$ cat config.mk
export PLATFORM = sky130hd
export DESIGN_NAME = sccb_target_flat
export DESIGN_NICKNAME = d
export VERILOG_FILES = /design/src/rtl/sccb_pkg.sv /design/src/rtl/sccb_if.sv /design/src/rtl/sccb_regfile.sv /design/src/rtl/sccb_target.sv /design/src/flat_wrapper.sv
export SDC_FILE = /design/constraint.sdc
export NUM_CORES = 2
export LEC_CHECK = 0
export BUFFER_PORTS_ARGS = -buffer_cell sky130_fd_sc_hd__buf_2
export CAP_MARGIN = 10
export CORE_ASPECT_RATIO = 2
export CORE_UTILIZATION = 25
export DETAILED_ROUTE_END_ITERATION = 10
export PLACE_DENSITY_LB_ADDON = 0.15
export SYNTH_ARGS = -nofsm -noshare
export SYNTH_HDL_FRONTEND = slang
export SYNTH_SLANG_ARGS = --single-unit
export TNS_END_PERCENT = 5
$ cat constraint.sdc
create_clock -name XCLK -period 3.1 [get_ports XCLK]
set_input_delay 0.31 -clock XCLK [delete_from_list [all_inputs] [get_ports XCLK]]
set_output_delay 0.31 -clock XCLK [all_outputs]
set_load 0.01 [all_outputs]
$ cat src/rtl/sccb_pkg.sv
// Shared types and constants for the SCCB target: FSM state encoding, phase length,
// and the sub-address post-increment helper.
package sccb_pkg;

  localparam int SCCB_BITS_PER_PHASE = 9;
  localparam logic [2:0] LAST_DATA_BIT = 3'(SCCB_BITS_PER_PHASE - 2);

  typedef enum logic [3:0] {
    IDLE      = 4'd0,
    ID        = 4'd1,
    IDX       = 4'd2,
    SUB       = 4'd3,
    SUBX      = 4'd4,
    WDATA     = 4'd5,
    WDATAX    = 4'd6,
    RDATA     = 4'd7,
    RNA       = 4'd8,
    WAIT_STOP = 4'd9
  } sccb_state_e;

  // Wraps NUM_REGS-1 back to 0.
  function automatic logic [7:0] sccb_addr_inc(input logic [7:0] a, input int n);
    return ({24'd0, a} >= 32'(n - 1)) ? 8'h00 : a + 8'd1;
  endfunction

endpackage

$ cat src/rtl/sccb_if.sv
// SCCB pad-side signals. SIO_D is open-drain: with SIO_D_oe=0 the pad floats high
// and SIO_D_in always reflects the resolved pad level, including the target's own drive.
interface sccb_if;
  logic SIO_C;
  logic SIO_D_in;
  logic SIO_D_out;
  logic SIO_D_oe;

  modport master (output SIO_C, output SIO_D_in, input SIO_D_out, input SIO_D_oe);
  modport slave  (input SIO_C, input SIO_D_in, output SIO_D_out, output SIO_D_oe);
endinterface

$ cat src/rtl/sccb_regfile.sv
// NUM_REGS x 8 register file: synchronous write, asynchronous read, synchronous reset
// of every entry to RESET_VAL. Addresses are reduced modulo NUM_REGS.
module sccb_regfile #(
  parameter int         NUM_REGS  = 256,
  parameter logic [7:0] RESET_VAL = 8'h00
) (
  input  logic       clk,
  input  logic       rst,
  input  logic       we,
  input  logic [7:0] waddr,
  input  logic [7:0] wdata,
  input  logic [7:0] raddr,
  output logic [7:0] rdata
);
  localparam int AW = (NUM_REGS > 1) ? $clog2(NUM_REGS) : 1;

  logic [7:0]    mem [NUM_REGS];
  logic [AW-1:0] widx;
  logic [AW-1:0] ridx;

  assign widx  = AW'({24'd0, waddr} % NUM_REGS);
  assign ridx  = AW'({24'd0, raddr} % NUM_REGS);
  assign rdata = mem[ridx];

  always_ff @(posedge clk) begin
    if (rst) begin
      for (int i = 0; i < NUM_REGS; i++) mem[i] <= RESET_VAL;
    end else if (we) begin
      mem[widx] <= wdata;
    end
  end
endmodule

$ cat src/rtl/sccb_target.sv
// SCCB target: oversamples SIO_C/SIO_D on XCLK, decodes 3-phase writes and 2-phase reads.
// Optional SCCB_ACK_DRIVE_EN: drive SIO_D low during the 9th bit of ID/sub-address/data phases.
module sccb_target
  import sccb_pkg::*;
#(
  parameter logic [7:0] DEVICE_ID = 8'h42,
  parameter int         NUM_REGS  = 256,
  parameter logic [7:0] RESET_VAL = 8'h00
) (
  input  logic        XCLK,
  input  logic        RST,
  sccb_if.slave       bus,
  output logic        wr_strobe,
  output logic [7:0]  wr_addr,
  output logic [7:0]  wr_data,
  output logic [7:0]  sub_addr,
  output logic        busy,
  output logic        id_err,
  output sccb_state_e state_dbg
);
`ifdef SCCB_ACK_DRIVE_EN
  localparam bit ACK_DRIVE = 1'b1;
`else
  localparam bit ACK_DRIVE = 1'b0;
`endif

  logic c_s1, c_s2, c_prev, d_s1, d_s2, d_prev;
  logic c_rise, c_fall, c_high, start_det, stop_det;

  sccb_state_e state;
  logic [2:0]  bit_cnt;
  logic [6:0]  rx;
  logic [7:0]  rx_next;
  logic [6:0]  tx;
  logic        ack_rise;
  logic        rw;
  logic        rf_we;
  logic [7:0]  rf_rdata;

  // Idle bus is high, so synchronisers reset to 1 to avoid spurious edges after reset.
  always_ff @(posedge XCLK) begin
    if (RST) begin
      {c_s1, c_s2, c_prev} <= 3'b111;
      {d_s1, d_s2, d_prev} <= 3'b111;
    end else begin
      {c_s1, c_s2, c_prev} <= {bus.SIO_C, c_s1, c_s2};
      {d_s1, d_s2, d_prev} <= {bus.SIO_D_in, d_s1, d_s2};
    end
  end

  // START/STOP need SIO_C steady high across both samples, so a coincident SIO_C edge wins.
  assign c_rise    = c_s2 & ~c_prev;
  assign c_fall    = ~c_s2 & c_prev;
  assign c_high    = c_s2 & c_prev;
  assign start_det = c_high & d_prev & ~d_s2;
  assign stop_det  = c_high & ~d_prev & d_s2;
  assign rx_next   = {rx, d_s2};

  // wr_strobe is a single-cycle valid with no back-pressure; wr_addr/wr_data are stable with it.
  assign rf_we     = (state == WDATA) & c_rise & (bit_cnt == LAST_DATA_BIT) & ~start_det & ~stop_det;
  assign busy      = (state != IDLE);
  assign state_dbg = state;

  sccb_regfile #(.NUM_REGS(NUM_REGS), .RESET_VAL(RESET_VAL)) u_regfile (
    .clk   (XCLK),
    .rst   (RST),
    .we    (rf_we),
    .waddr (sub_addr),
    .wdata (rx_next),
    .raddr (sub_addr),
    .rdata (rf_rdata)
  );

  always_ff @(posedge XCLK) begin
    if (RST) begin
      state         <= IDLE;
      bit_cnt       <= 3'd0;
      rx            <= 7'd0;
      tx            <= 7'd0;
      ack_rise      <= 1'b0;
      rw            <= 1'b0;
      bus.SIO_D_out <= 1'b1;
      bus.SIO_D_oe  <= 1'b0;
      wr_strobe     <= 1'b0;
      wr_addr       <= 8'h00;
      wr_data       <= 8'h00;
      sub_addr      <= 8'h00;
      id_err        <= 1'b0;
    end else begin
      wr_strobe <= 1'b0;
      if (start_det || stop_det) begin
        state         <= start_det ? ID : IDLE;
        bit_cnt       <= 3'd0;
        bus.SIO_D_oe  <= 1'b0;
        bus.SIO_D_out <= 1'b1;
      end else begin
        case (state)
          IDLE, WAIT_STOP: ;
          ID, SUB, WDATA: begin
            if (c_rise) begin
              rx      <= rx_next[6:0];
              bit_cnt <= bit_cnt + 3'd1;
              if (bit_cnt == LAST_DATA_BIT) begin
                ack_rise <= 1'b0;
                if (state == ID) begin
                  if (rx_next[7:1] != DEVICE_ID[7:1]) begin
                    id_err <= 1'b1;
                    state  <= WAIT_STOP;
                  end else begin
                    rw    <= rx_next[0];
                    state <= IDX;
                  end
                end else if (state == SUB) begin
                  sub_addr <= rx_next;
                  state    <= SUBX;
                end else begin
                  wr_strobe <= 1'b1;
                  wr_addr   <= sub_addr;
                  wr_data   <= rx_next;
                  sub_addr  <= sccb_addr_inc(sub_addr, NUM_REGS);
                  state     <= WDATAX;
                end
              end
            end
          end
          // 9th bit: the first fall opens the bit, the fall after its rise closes it.
          IDX, SUBX, WDATAX: begin
            if (c_rise) begin
              ack_rise <= 1'b1;
            end else if (c_fall) begin
              if (!ack_rise) begin
                if (ACK_DRIVE) begin
                  bus.SIO_D_oe  <= 1'b1;
                  bus.SIO_D_out <= 1'b0;
                end
              end else begin
                bit_cnt       <= 3'd0;
                bus.SIO_D_oe  <= 1'b0;
                bus.SIO_D_out <= 1'b1;
                if (state == IDX && rw) begin
                  tx            <= rf_rdata[6:0];
                  bus.SIO_D_oe  <= 1'b1;
                  bus.SIO_D_out <= rf_rdata[7];
                  state         <= RDATA;
                end else if (state == IDX) begin
                  state <= SUB;
                end else begin
                  state <= WDATA;
                end
              end
            end
          end
          RDATA: begin
            if (c_fall) begin
              if (bit_cnt == LAST_DATA_BIT) begin
                bus.SIO_D_oe  <= 1'b0;
                bus.SIO_D_out <= 1'b1;
                state         <= RNA;
              end else begin
                bus.SIO_D_out <= tx[6];
                tx            <= {tx[5:0], 1'b0};
                bit_cnt       <= bit_cnt + 3'd1;
              end
            end
          end
          RNA: if (c_rise) state <= WAIT_STOP;
          default: state <= IDLE;
        endcase
      end
    end
  end
endmodule
$ cat src/flat_wrapper.sv
// flat-port wrapper written by rule: the top's interface ports become plain ports
module sccb_target_flat import sccb_pkg::*;
#(
  parameter logic [7:0] DEVICE_ID = 8'h42,
  parameter int         NUM_REGS  = 256,
  parameter logic [7:0] RESET_VAL = 8'h00
)
  (XCLK, RST, wr_strobe, wr_addr, wr_data, sub_addr, busy, id_err, state_dbg, bus_SIO_C, bus_SIO_D_in, bus_SIO_D_out, bus_SIO_D_oe);
  sccb_if bus_i ();
  input  logic XCLK;
  input  logic RST;
  output logic wr_strobe;
  output logic [7:0] wr_addr;
  output logic [7:0] wr_data;
  output logic [7:0] sub_addr;
  output logic busy;
  output logic id_err;
  output sccb_state_e state_dbg;
  input wire logic [$bits(bus_i.SIO_C)-1:0] bus_SIO_C;
  input wire logic [$bits(bus_i.SIO_D_in)-1:0] bus_SIO_D_in;
  output wire logic [$bits(bus_i.SIO_D_out)-1:0] bus_SIO_D_out;
  output wire logic [$bits(bus_i.SIO_D_oe)-1:0] bus_SIO_D_oe;
  assign bus_i.SIO_C = bus_SIO_C;
  assign bus_i.SIO_D_in = bus_SIO_D_in;
  assign bus_SIO_D_out = bus_i.SIO_D_out;
  assign bus_SIO_D_oe = bus_i.SIO_D_oe;
  sccb_target #(.DEVICE_ID(DEVICE_ID), .NUM_REGS(NUM_REGS), .RESET_VAL(RESET_VAL)) u_core (.XCLK(XCLK), .RST(RST), .bus(bus_i), .wr_strobe(wr_strobe), .wr_addr(wr_addr), .wr_data(wr_data), .sub_addr(sub_addr), .busy(busy), .id_err(id_err), .state_dbg(state_dbg));
endmodule
==> flow_summary.yaml <==
sta:
  tightest_slew_ns: 1.11
  slew_viol_final: 0
  timing_hold_violations_final: 0
  clock.fmax_mhz: 292
  setup-violations-final: 8
  maxSlewHeadroom_pct: 25.3
  fin_crit_sh_pct: 110
  period_minus_slack_ns: 3.42
  fin_skew_ns: 0.0667
  hold_slack_ns: 0.129
  rsz0062_at_grt: "true"
  layout_setup_ws_ns: -0.321
global_route:
  grt_start_max_net_pins: 95
  grt_pass1_wl_um: 614000
  overflow: 0
  globalRouteTotalUtil_pct: 23.0
  grt_pass1_vias: 67200
  antenna_found_initial: 29
synthesis:
  ys_ff_latch: 2113
  synth_nets: 6880
  synth_area_leader_cell: "edfxtp_1"
  yosys.area.top_type_share_pct: 63.1
  synth.distinct_cells: 74
  async_reset_ff_share_pct: 0
  synth-edff-count: 2048
  synth-warning-count: 0
  syn_area_um2: 97400
  ys_seq_area_share_pct: 64.5
  netlist_instances: 6870
  avgSynthCellArea_um2: 14.2
  synth.area.top_cells: "edfxtp_1, mux4_2, and3_1"
  synth-main-ff-cell: "edfxtp_1"
setup_path:
  critical_path.max_fanout: 7
  cp_top_family: "simple AND/OR/NAND/NOR gates"
  critPathRequiredTime_ns: 3.93
  cp.arrival_ns: 4.25
  crit_path_end_kind: "flop"
  r2r_end: "u_core.bus.SIO_D_out"
  r2r_slack_ns: -0.32
  crit_path_start_kind: "flop"
  reg2regPathDepth: 12
  crit_path_frequent_cell: "buf_12"
  cp_slowest_stage_delay_ns: 0.55
  worstPathCellList: "buf_12 > buf_12 > buf_4 > buf_12 > buf_12 > nor2_4 > a22oi_1 > a31oi_1 > buf_4 > nand4_1 > a32o_1 > and2_1"
  worst-path-buf-inv: 6
  crit_type: "reg2reg"
  worst_path_max_delay_cell: "nand4_1"
pwr:
  leakagePower_nw: 44.9
  cellPowerDensity_nw_per_um2: 513
  ir_drop_uv: 386
clock_tree:
  cts_tree: "done"
  clockRootBuffer: "clkbuf_16"
  clk_pin_slew_ns: 0.07
  clk_path_buf_depth: 4
  htreeDepth: 4
  numCtsBuffers: 205
  clock_latency_ns: 0.95
  numClockSinks: 2113
floorplan:
  rows: 323
  ios: 37
  die_w_um: 443
  dieArea_um2: 392000
  coreArea_um2: 387000
  initial_core_util_pct: 25.2
  die_h_um: 885
place:
  hpwlAfterDp_um: 341000
  gp_congestion: 0.939
  port_buffers: 36
worst_hold_path:
  hp-start: "bus_SIO_D_in"
  hold_class: "in2reg"
  hold_path_depth: 3
  worst_hold_path.endpoint: "u_core.d_s1"
layout:
  seq_area_um2: 62800
  final_util_pct: 30.5
  nets: 7342
  fillers: 38500
  drive_above_1_share_pct: 26.5
  multi_input_area_um2: 31500
  synthToLayoutAreaGrowth_pct: 21.0
outcome:
  status: "finished with violations"
  violations: "negative setup slack"
flow_run:
  cap_violations: 0
routing:
  routed_wl_um: 460000
  drc: 0
  vias: 64500
  via_per_inst: 5.14
  ant_nets: 0
  drt_pass1_iterations: 7
  drtIter0Drc: 5627
  wl_per_cell_um: 36.6
## placed cells by master, fill, tap and decap left out, drive strengths merged, types with 40 or more instances in the layout
master | synthesis | routed
and3 | 1163 | 1163
a22oi | 74 | 74
mux4 | 454 | 454
and2 | 213 | 213
nor2 | 843 | 843
buf | 186 | 1064
a21o | 230 | 230
mux2i | 226 | 226
clkbuf | 628 | 246
o22ai | 40 | 40
edfxtp | 2048 | 2048
clkinv | 1 | 90
nand2 | 217 | 217
dfxtp | 65 | 65
## logic make-up after synthesis
kind of cell	after synthesis	share of synthesized area, %
AND/OR/NAND/NOR	2633	14.2
AO/OA/AOI/OAI	595	4.48
flip-flops	2113	64.5
multiplexers	697	13.0
buffers and inverters	825	3.74
adder cells (fa/ha/maj)	6	0.0771
XOR/XNOR	1	0.00899
## flip-flops by register name, indices dropped and copies added, names as in the netlist, named ones only
| name | count |
|---|---|
| u_core.ack_rise | 1 |
| u_core.c_prev | 1 |
| u_core.d_prev | 1 |
| u_core.bus.SIO_D_out | 1 |
| u_core.sub_addr | 8 |
| u_core.c_s2 | 1 |
| u_core.d_s2 | 1 |
| u_core.state_dbg | 4 |
| u_core.c_s1 | 1 |
| u_core.rw | 1 |
| u_core.wr_addr | 8 |
| u_core.wr_data | 8 |
| u_core.bit_cnt | 3 |
| u_core.u_regfile.mem | 2048 |
| u_core.id_err | 1 |
| u_core.d_s1 | 1 |
| u_core.bus.SIO_D_oe | 1 |
| u_core.tx | 7 |
| u_core.wr_strobe | 1 |
| u_core.rx | 7 |
## worst min-delay path, stage by stage
cell,delay [ns]
dlygate4sd3_1,0.53
buf_2,0.09
or2_2,0.09
## final cells by class
| class | instances | share of cell area (%) |
|---|---|---|
| inverter | 11 | 0.0371 |
| sequential | 2113 | 53.3 |
| timing repair buffer | 1069 | 9.12 |
| tap | 5037 | 5.34 |
| antenna | 24 | 0.0509 |
| clock buffer | 246 | 4.58 |
| clock inverter | 120 | 0.874 |
| multi-input combinational | 3932 | 26.7 |
## Yosys cell counts (33+ instances only)
cell type,count
and2_1,212
and3_1,1163
buf_2,105
clkbuf_1,621
mux4_2,454
or2_2,33
a21o_1,230
dfxtp_1,65
nand2_1,217
a21oi_1,36
mux2i_1,226
edfxtp_1,2048
nor2_1,837
o22ai_1,40
a22oi_1,74
nor3_1,33
buf_4,39
## where the power goes
part | total (mW) | switching, mW | internal (mW)
clock | 25.8 | 12.1 | 13.7
sequential | 32.4 | 0.345 | 32.1
combinational | 2.17 | 1.39 | 0.777
total | 60.4 | 13.8 | 46.6
## timing repair
action | in CTS | in global routing
hold endpoints to repair | 21 | 0
pin swaps | 13 | 5
cloned | 2 | 0
hold buffers | 3 | 0
gates resized for setup | 57 | 28
endpoints found under the setup margin | 8 | 58
setup buffers | 10 | 2
## per-layer routing
layer  wire, um  part of all wire (%)  up-vias  global-route usage, %
met5         51                 0.011        -                      0
met4      41600                   9.1        8                   18.0
met3      16400                   3.6      896                   2.53
met2     259000                    56     2190                   45.1
met1     143000                    31    34400                   21.1
li1           -                     -    27000                      -
## stage by stage
step           cells  worst slack [ns]  setup TNS (ns)  power [mW]  instance area, um^2
2_1_floorplan   6870             0.475               0        33.8                97400
3_3_place_gp   12100             -1.13           -5.56        35.2               111000
3_5_place_dp   12100             -1.13           -4.81        35.3               111000
4_1_cts        12500            -0.209          -0.958        61.0               118000
5_1_grt        12500            -0.248           -1.33        61.8               118000
6_report       12600            -0.321           -1.25        60.4               118000
## worst max path at each step
stage	end	depth (start not counted)
detailed placement	u_core.bus.SIO_D_out	10
global placement	u_core.bus.SIO_D_out	10
floorplan	u_core.u_regfile.mem[134][0]	10
finish	u_core.bus.SIO_D_out	12
CTS	u_core.bus.SIO_D_out	12
global route	u_core.bus.SIO_D_out	12
(Power assumes the default switching activity.)
